$ cat src/rtl/bus_irq_ctrl_pkg.sv
// Shared bus field layout plus the interrupt controller's register map.
// Every block attached to the internal bus imports this package.
package bus_irq_ctrl_pkg;

   localparam int unsigned BUS_ADDR_W = 32;
   localparam int unsigned BUS_DATA_W = 32;

   typedef struct packed {
      logic [BUS_ADDR_W-1:0] addr;
      logic                  rd_req;
      logic                  wr_req;
      logic [BUS_DATA_W-1:0] wr_data;
   } bus_req_t;

   typedef struct packed {
      logic [BUS_DATA_W-1:0] rd_data;
      logic                  rd_ack;
      logic                  wr_ack;
      logic                  irq;
   } bus_rsp_t;

   localparam int unsigned BUS_IN_WIDTH  = $bits(bus_req_t);
   localparam int unsigned BUS_OUT_WIDTH = $bits(bus_rsp_t);

   // Interrupt controller register window: four words.
   localparam logic [3:0] IRQ_OFS_PENDING = 4'h0;
   localparam logic [3:0] IRQ_OFS_ENABLE  = 4'h4;
   localparam logic [3:0] IRQ_OFS_MODE    = 4'h8;
   localparam logic [3:0] IRQ_OFS_STATUS  = 4'hC;

   localparam int unsigned IRQ_STATUS_ANY_BIT = 31;
   localparam int unsigned IRQ_STATUS_IDX_LSB = 0;
   localparam int unsigned IRQ_IDX_W          = 5;

   typedef enum logic [1:0] {
      RegPending = IRQ_OFS_PENDING[3:2],
      RegEnable  = IRQ_OFS_ENABLE[3:2],
      RegMode    = IRQ_OFS_MODE[3:2],
      RegStatus  = IRQ_OFS_STATUS[3:2]
   } irq_reg_e;

   function automatic irq_reg_e irq_reg_sel(input logic [1:0] word);
      return irq_reg_e'(word);
   endfunction

endpackage

$ cat src/rtl/irq_prio_enc.sv
// Combinational priority encoder: index of the lowest-numbered set bit.
// idx is 0 and valid is low when no bit is set.
module irq_prio_enc
   import bus_irq_ctrl_pkg::*;
#(
   parameter int unsigned NIRQ = 32
) (
   input  logic [NIRQ-1:0]      vec,
   output logic [IRQ_IDX_W-1:0] idx,
   output logic                 valid
);

   // Scan downward so the lowest set bit is the last one written.
   always_comb begin
      idx   = '0;
      valid = 1'b0;
      for (int i = int'(NIRQ) - 1; i >= 0; i--) begin
         if (vec[i]) begin
            idx   = IRQ_IDX_W'(i);
            valid = 1'b1;
         end
      end
   end

endmodule

$ cat src/rtl/bus_irq_ctrl.sv
// Bus-attached interrupt controller: per-source edge/level capture, enable mask,
// holdoff coalescing and a registered interrupt request to the CPU.
module bus_irq_ctrl
   import bus_irq_ctrl_pkg::*;
#(
   parameter logic [31:0] BUS_ADDR   = 32'h0,
   parameter int unsigned NIRQ       = 32,
   parameter logic [31:0] LEVEL_INIT = 32'h0,
   parameter int unsigned HOLDOFF    = 15
) (
   input  logic                     bus_clk,
   input  logic                     bus_reset,
   input  logic [BUS_IN_WIDTH-1:0]  bus_in,
   output logic [BUS_OUT_WIDTH-1:0] bus_out,
   input  logic [NIRQ-1:0]          trig,
   output logic                     irq
);

   bus_req_t req;
   bus_rsp_t rsp;
   irq_reg_e sel;
   logic     hit, rd_en, wr_en;

   logic [NIRQ-1:0] pending_q, pending_d;
   logic [NIRQ-1:0] enable_q, enable_d;
   logic [NIRQ-1:0] mode_q, mode_d;
   logic [NIRQ-1:0] trig_dly_q;
   logic            arm_q;
   logic [7:0]      count_q, count_d;
   logic            irq_q, irq_d;
   logic            rd_ack_q, wr_ack_q;
   logic [31:0]     rd_data_q, rd_data_d;

   logic [NIRQ-1:0]      edge_set, clr, active;
   logic [IRQ_IDX_W-1:0] prio_idx;
   logic                 prio_valid;
   logic [31:0]          status, rd_val;
   logic                 unused_bits;

   assign req   = bus_req_t'(bus_in);
   assign hit   = ({req.addr[31:4], 4'h0} == BUS_ADDR);
   assign sel   = irq_reg_sel(req.addr[3:2]);
   assign rd_en = hit & req.rd_req;
   assign wr_en = hit & req.wr_req;

   assign unused_bits = ^{req.addr[1:0], req.wr_data};

   assign active = pending_q & enable_q;

   irq_prio_enc #(
      .NIRQ(NIRQ)
   ) u_prio (
      .vec  (active),
      .idx  (prio_idx),
      .valid(prio_valid)
   );

   always_comb begin
      status = '0;
      status[IRQ_STATUS_ANY_BIT] = prio_valid;
      status[IRQ_STATUS_IDX_LSB +: IRQ_IDX_W] = prio_idx;
   end

   always_comb begin
      rd_val = '0;
      unique case (sel)
         RegPending: rd_val = 32'(pending_q);
         RegEnable:  rd_val = 32'(enable_q);
         RegMode:    rd_val = 32'(mode_q);
         RegStatus:  rd_val = status;
      endcase
   end

   always_comb begin
      // arm_q masks the first cycle after reset so a line already high is not an edge.
      edge_set = trig & ~trig_dly_q & ~mode_q & {NIRQ{arm_q}};

      clr = '0;
      if (wr_en && sel == RegPending) clr = req.wr_data[NIRQ-1:0];

      // Set beats clear; level bits ignore clear and just follow trig.
      pending_d = (mode_q & trig) | (~mode_q & ((pending_q & ~clr) | edge_set));

      enable_d = enable_q;
      if (wr_en && sel == RegEnable) enable_d = req.wr_data[NIRQ-1:0];

      mode_d = mode_q;
      if (wr_en && sel == RegMode) mode_d = req.wr_data[NIRQ-1:0];

      if (|(pending_d & ~pending_q)) begin
         count_d = 8'(HOLDOFF);
      end else if (count_q != 8'd0) begin
         count_d = count_q - 8'd1;
      end else begin
         count_d = 8'd0;
      end

      // Rising needs the settled pending/enable; the next-state term lets a
      // clear or disable drop irq on the cycle right after the write.
      irq_d = (count_q == 8'd0) && (|active) && (|(pending_d & enable_d));

      rd_data_d = rd_en ? rd_val : '0;
   end

   always_ff @(posedge bus_clk) begin
      if (bus_reset) begin
         pending_q  <= '0;
         enable_q   <= '0;
         mode_q     <= LEVEL_INIT[NIRQ-1:0];
         trig_dly_q <= '0;
         arm_q      <= 1'b0;
         count_q    <= 8'd0;
         irq_q      <= 1'b0;
         rd_ack_q   <= 1'b0;
         wr_ack_q   <= 1'b0;
         rd_data_q  <= '0;
      end else begin
         pending_q  <= pending_d;
         enable_q   <= enable_d;
         mode_q     <= mode_d;
         trig_dly_q <= trig;
         arm_q      <= 1'b1;
         count_q    <= count_d;
         irq_q      <= irq_d;
         rd_ack_q   <= rd_en;
         wr_ack_q   <= wr_en;
         rd_data_q  <= rd_data_d;
      end
   end

   always_comb begin
      rsp         = '0;
      rsp.rd_data = rd_data_q;
      rsp.rd_ack  = rd_ack_q;
      rsp.wr_ack  = wr_ack_q;
      rsp.irq     = irq_q;
   end

   assign bus_out = rsp;
   assign irq     = irq_q;

endmodule

$ cat config.mk
export PLATFORM = sky130hd
export DESIGN_NAME = bus_irq_ctrl
export DESIGN_NICKNAME = d
export VERILOG_FILES = /design/src/rtl/bus_irq_ctrl_pkg.sv /design/src/rtl/irq_prio_enc.sv /design/src/rtl/bus_irq_ctrl.sv
export SDC_FILE = /design/constraint.sdc
export NUM_CORES = 1
export LEC_CHECK = 0
export ABC_AREA = 1
export CORE_ASPECT_RATIO = 0.8
export CORE_MARGIN = 1
export CORE_UTILIZATION = 51
export CTS_CLUSTER_SIZE = 24
export DETAILED_ROUTE_END_ITERATION = 6
export GPL_ROUTABILITY_DRIVEN = 0
export PLACE_DENSITY = 0.86
export SLEW_MARGIN = 20
export SYNTH_ARGS = -nofsm -noshare
export SYNTH_HDL_FRONTEND = slang
export SYNTH_HIERARCHICAL = 1
export SYNTH_SLANG_ARGS = --single-unit
$ cat constraint.sdc
create_clock -name bus_clk -period 4.85 [get_ports bus_clk]
set_input_delay 0.7275 -clock bus_clk [delete_from_list [all_inputs] [get_ports bus_clk]]
set_output_delay 0.7275 -clock bus_clk [all_outputs]
set_load 0.05 [all_outputs]
---- Word-level counts from Yosys, hierarchy flattened ----
Index checks and enable logic that the tools add are counted.
word-level totals
  logic and storage cells ................. 118
  output and inout port bits .............. 36
  input bits .............................. 100
  flip-flop bits (word level) ............. 172
operators by class
  add/sub/neg operators ................... 1
  equal/unequal tests ..................... 3
  reduce and logical (&&, ||, !) cells .... 14
  bitwise logic cells ..................... 19
  multiplexer cells ....................... 70
operators with widths
  cell                 count
  $and 32x32->32       9
  $mux 5               32
  $not 32->32          4
  $pmux 32 s4          1
  $reduce_or 32->1     3
  $mux 32              2
  $or 32x32->32        2
  $reduce_or 34->1     1
  $mux 1               33
  $logic_not 28->1     1
  $logic_not 8->1      1
  $mux 4               2
  $reduce_bool 8->1    1
  $sub 8x1->8 const B  1
  $logic_and 1x1->1    5
  $eq 2x2->1 const B   2
  $and 1x1->1          2
  $eq 2x1->1 const B   1
  $logic_not 2->1      1
  $not 1->1            2
  $reduce_or 2->1      1

---- Depth between registers and ports, before layout ----
  depth in word-level cells ............... 34
  mapped depth ............................ 35
  mapped depth without buffers ............ 35

---- By module ----
Netlist, hierarchy kept.
by module, submodules not included
  module        times used  sequential area each (um^2)  area each (um^2)  cells each
  bus_irq_ctrl  1           3,443.3                      8,062.7           1,224
  irq_prio_enc  1           0.0                          442.9             107

---- Worst setup path before layout ----
OpenSTA, ideal clock, no wires.
  path type ............................... input to register
  start point ............................. in bus_in[61]
  end point ............................... reg irq_q, in the netlist irq
  data arrival time ....................... 2,135 ps
  required time ........................... 4,730 ps
  library setup time ...................... 120 ps
  path slack .............................. 2,595 ps
  buffers on the path ..................... 2
  cell stages on the path ................. 16
  path through ............................ nor2_1 > nand2_1 > nor2_1 > nand2_2 > nor2_8 > nand3_2 > buf_6 > buf_6 > nand2_1 > nand2_1 > nand3_1 > nand2_1 > nor2_1 > nand2_1 > nor2_1 > a21oi_1
on the way
  cells in the longest elaborated chain, start to end .. 12
  elaborated cells on any way between the ends .. 14
  classes of those cells .................. mux: 2; bitwise: 7; reduce/logical: 5
RTL lines
  element               RTL line             text
  from (decl)           bus_irq_ctrl.sv:13   input logic [BUS_IN_WIDTH-1:0] bus_in,
  $logic_not 28->1 *    bus_irq_ctrl.sv:41   assign hit = ({req.addr[31:4], 4'h0} == BUS_ADDR);
  $and 1x1->1 *         bus_irq_ctrl.sv:44   assign wr_en = hit & req.wr_req;
  $logic_and 1x1->1     bus_irq_ctrl.sv:79   if (wr_en && sel == RegPending) clr = req.wr_data[NIRQ-1:0];
  $mux 32               bus_irq_ctrl.sv:79
  $not 32->32           bus_irq_ctrl.sv:82   pending_d = (mode_q & trig) | (~mode_q & ((pending_q & ~clr) | edge_set));
  $and 32x32->32        bus_irq_ctrl.sv:82
  $or 32x32->32         bus_irq_ctrl.sv:82
  $and 32x32->32        bus_irq_ctrl.sv:82
  $or 32x32->32         bus_irq_ctrl.sv:82
  $and 32x32->32 *      bus_irq_ctrl.sv:100  irq_d = (count_q == 8'd0) && (|active) && (|(pending_d & enable_d));
  $reduce_or 32->1 *    bus_irq_ctrl.sv:100
  $logic_and 1x1->1 *   bus_irq_ctrl.sv:100
  to (signal assigned)  bus_irq_ctrl.sv:124  irq_q <= irq_d;
  to (decl)             bus_irq_ctrl.sv:30   logic irq_q, irq_d;
Mark *: on every way between the ends. The rest lies on a longest branch, timed or not.
A chain may end at the register's enable or synchronous reset.

---- Worst setup path in the final report ----
  start point ............................. in bus_in[32]
  end point ............................... reg irq_q, in the netlist irq
on the way
  cells in the longest elaborated chain, start to end .. 11
  elaborated cells on any way between the ends .. 13
  classes of those cells .................. mux: 2; bitwise: 7; reduce/logical: 4
RTL lines
  element              RTL line
  $and 1x1->1 *        bus_irq_ctrl.sv:44
  $logic_and 1x1->1    bus_irq_ctrl.sv:79
  $mux 32              bus_irq_ctrl.sv:79
  $not 32->32          bus_irq_ctrl.sv:82
  $and 32x32->32       bus_irq_ctrl.sv:82
  $or 32x32->32        bus_irq_ctrl.sv:82
  $and 32x32->32       bus_irq_ctrl.sv:82
  $or 32x32->32        bus_irq_ctrl.sv:82
  $and 32x32->32 *     bus_irq_ctrl.sv:100
  $reduce_or 32->1 *   bus_irq_ctrl.sv:100
  $logic_and 1x1->1 *  bus_irq_ctrl.sv:100
Marked as above.

==> impl_metrics.json <==
{
  "end_kind": "register",
  "die-width_um": 146,
  "synth_mux_area_share_pct": 0,
  "path_clk_slew_ps": 70,
  "fin_setup_tns_ps": 0,
  "fin_util_pct": 65.7,
  "cts_setup_buffers": 0,
  "io_pins": 136,
  "synth_edf_count": 0,
  "wl_per_cell_um": 14.3,
  "grt_usage_pct": 28.0,
  "syn_inst": 1331,
  "worstMarginPinSlew_ps": 1090,
  "ys_ff_latch": 172,
  "layout.nets": 1543,
  "slew_viol_final": 0,
  "power_mw": 3.23,
  "required_ps": 5160,
  "setup_viol": 0,
  "routed_wl_um": 23800,
  "slew_headroom_pct": 27.3,
  "cap_violations": 0,
  "dpl.hpwl_um": 15500,
  "insertion_delay_ps": 430,
  "cts_num_sinks": 172,
  "core_area_um2": 16100,
  "ys.flop_type": "dfxtp_1",
  "synth_seq_area_share_pct": 40.5,
  "max_freq_mhz": 320,
  "fin_skew_ps": 9.65,
  "path_max_fanout": 35,
  "synthSimpleGateAreaFrac_pct": 37.0,
  "period_needed_ps": 3120,
  "yosysUniqueCellTypes": 38,
  "port-buffer-count": 133,
  "cts_buffers": 17,
  "row_count": 41,
  "start_kind": "input port",
  "ff2ff_setup_slack_ps": 1960,
  "syn_area_um2": 8510,
  "synth-compound-area-share_pct": 9.75,
  "cts_resized": 0,
  "grt_pass1_wl_um": 38400,
  "firstDrtPassIters": 7,
  "path_class": "input port to register",
  "initial_utilization_pct": 53.0,
  "drc": 0,
  "cp_data_arrival_time_ps": 3430,
  "fillers": 1379,
  "cts_tree": "yes",
  "placedCellCount": 1637,
  "antenna_found_initial": 0,
  "hold_violations": 0,
  "drt_iter0_drc": 1070,
  "leakagePower_nw": 4.57,
  "vias_per_cell": 5.30,
  "cts_root_buf": "clkbuf_16",
  "synth_top_family_by_area": "simple AND/OR/NAND/NOR gates",
  "fin_cells": 1667,
  "whs_ps": 475,
  "rsz0062_at_grt": "no",
  "grt_max_degree": 98,
  "ctsHtreeMaxLevel": 4,
  "status": "finished clean",
  "overflow": 0,
  "area.growth.synth_to_final_pct": 24.0,
  "fin_crit_sh_pct": 64.4,
  "final_layout_size_suffix_gt1_share_pct": 4.20,
  "synthesis.nets": 1433,
  "via_count": 8828,
  "ant_nets": 0,
  "powerDensity_nw_per_um2": 306,
  "die_area_um2": 17200,
  "ys_warn_count": 6,
  "cts_hold_buf": 0,
  "grt_pass1_vias": 8101,
  "synthAdderAreaFrac_pct": 0.294,
  "diodes": 0,
  "hold_class": "register to register",
  "async_flop_share_pct": 0,
  "vdd_ir_drop_max_v": 0.000277,
  "clock_path_buffers": 2,
  "avgSynthCellArea_um2": 6.39,
  "die_height_um": 118,
  "synth_xor_xnor_area_share_pct": 0.618
}
[cell usage after synthesis (16+ instances only)]
| master | instances | area [µm²] |
|---|---|---|
| nor3_1 | 33 | 165 |
| a21oi_1 | 53 | 265 |
| nand3b_1 | 16 | 120 |
| clkbuf_1 | 33 | 124 |
| nand2_1 | 407 | 1530 |
| o21ai_0 | 47 | 235 |
| dfxtp_1 | 172 | 3440 |
| a31oi_1 | 27 | 169 |
| inv_1 | 192 | 721 |
| nand4_1 | 34 | 213 |
| nand3_1 | 46 | 230 |
| nor2_1 | 190 | 713 |
[report_power, final]
part	internal, mW	total [mW]	switching [mW]	leakage (nW)
sequential	1.45	1.47	0.0244	1.40
clock	0.867	1.44	0.573	0.297
combinational	0.134	0.316	0.182	2.87
[final timing paths]
kind,from,to,cells past startpoint
worst max-delay path,bus_in[32],irq,11
worst min-delay path,mode_q[26],mode_q[26],2
worst max register to register,pending_q[30],rd_data_q[0],35
worst min register to register,mode_q[26],mode_q[26],2
[critical path, cell delays in order]
cell	delay, ps
clkdlybuf4s50_1	850
nand3_2	280
clkinv_2	480
nand2_1	220
o21ai_0	140
nand3_1	110
nand2_1	50
nor2_1	150
nand2_1	120
nor2_1	160
a21oi_1	110
[final cells by class]
class                           instances  area, µm²  area share, %
Tap cell                              215        269           2.55
Clock inverter                         12        173           1.64
Sequential cell                       172       3440           32.6
Inverter                              197        741           7.02
Timing Repair Buffer                  145       1420           13.4
Clock buffer                           18        439           4.16
Multi-Input combinational cell        908       4070           38.6
[routing by layer]
layer / part of all wire [%] / track usage, % / vias to the layer above
met4: 2.3 / 11.3 / 0
met3: 9.8 / 5.35 / 56
met5: 0 / 0 / -
li1: - / - / 4395
met1: 43 / 37.3 / 3923
met2: 45 / 44.5 / 454
[flip-flops by register name, summed over array words and instances, names as in the netlist]
register / cells
enable_q: 32
mode_q: 32
pending_q: 32
rd_data_q: 32
trig_dly_q: 32
count_q: 8
arm_q: 1
irq: 1
rd_ack_q: 1
wr_ack_q: 1
[logic make-up after synthesis]
group | after synthesis
AND/OR/NAND/NOR | 750
buffers and inverters | 251
flip-flops | 172
AO/OA/AOI/OAI | 150
XOR/XNOR | 6
adder cells (fa/ha/maj) | 2
[cell usage in the layout (no fill, tap or decap), drive strengths merged, types with 18 or more instances in the layout]
master	count
nand2	409
inv	195
nor2	193
dfxtp	172
clkdlybuf4s50	132
o21ai	56
a21oi	54
nand3	49
nand4	34
nor3	33
a31oi	27
clkbuf	18
[metrics by stage]
step	setup slack [ps]	area, µm²
global placement	1470	9940
global route	1560	10500
CTS	1820	10500
floorplan	2600	8510
finish	1730	10500
detailed placement	1390	9940
Note: power is estimated with default switching activity, not from simulation.
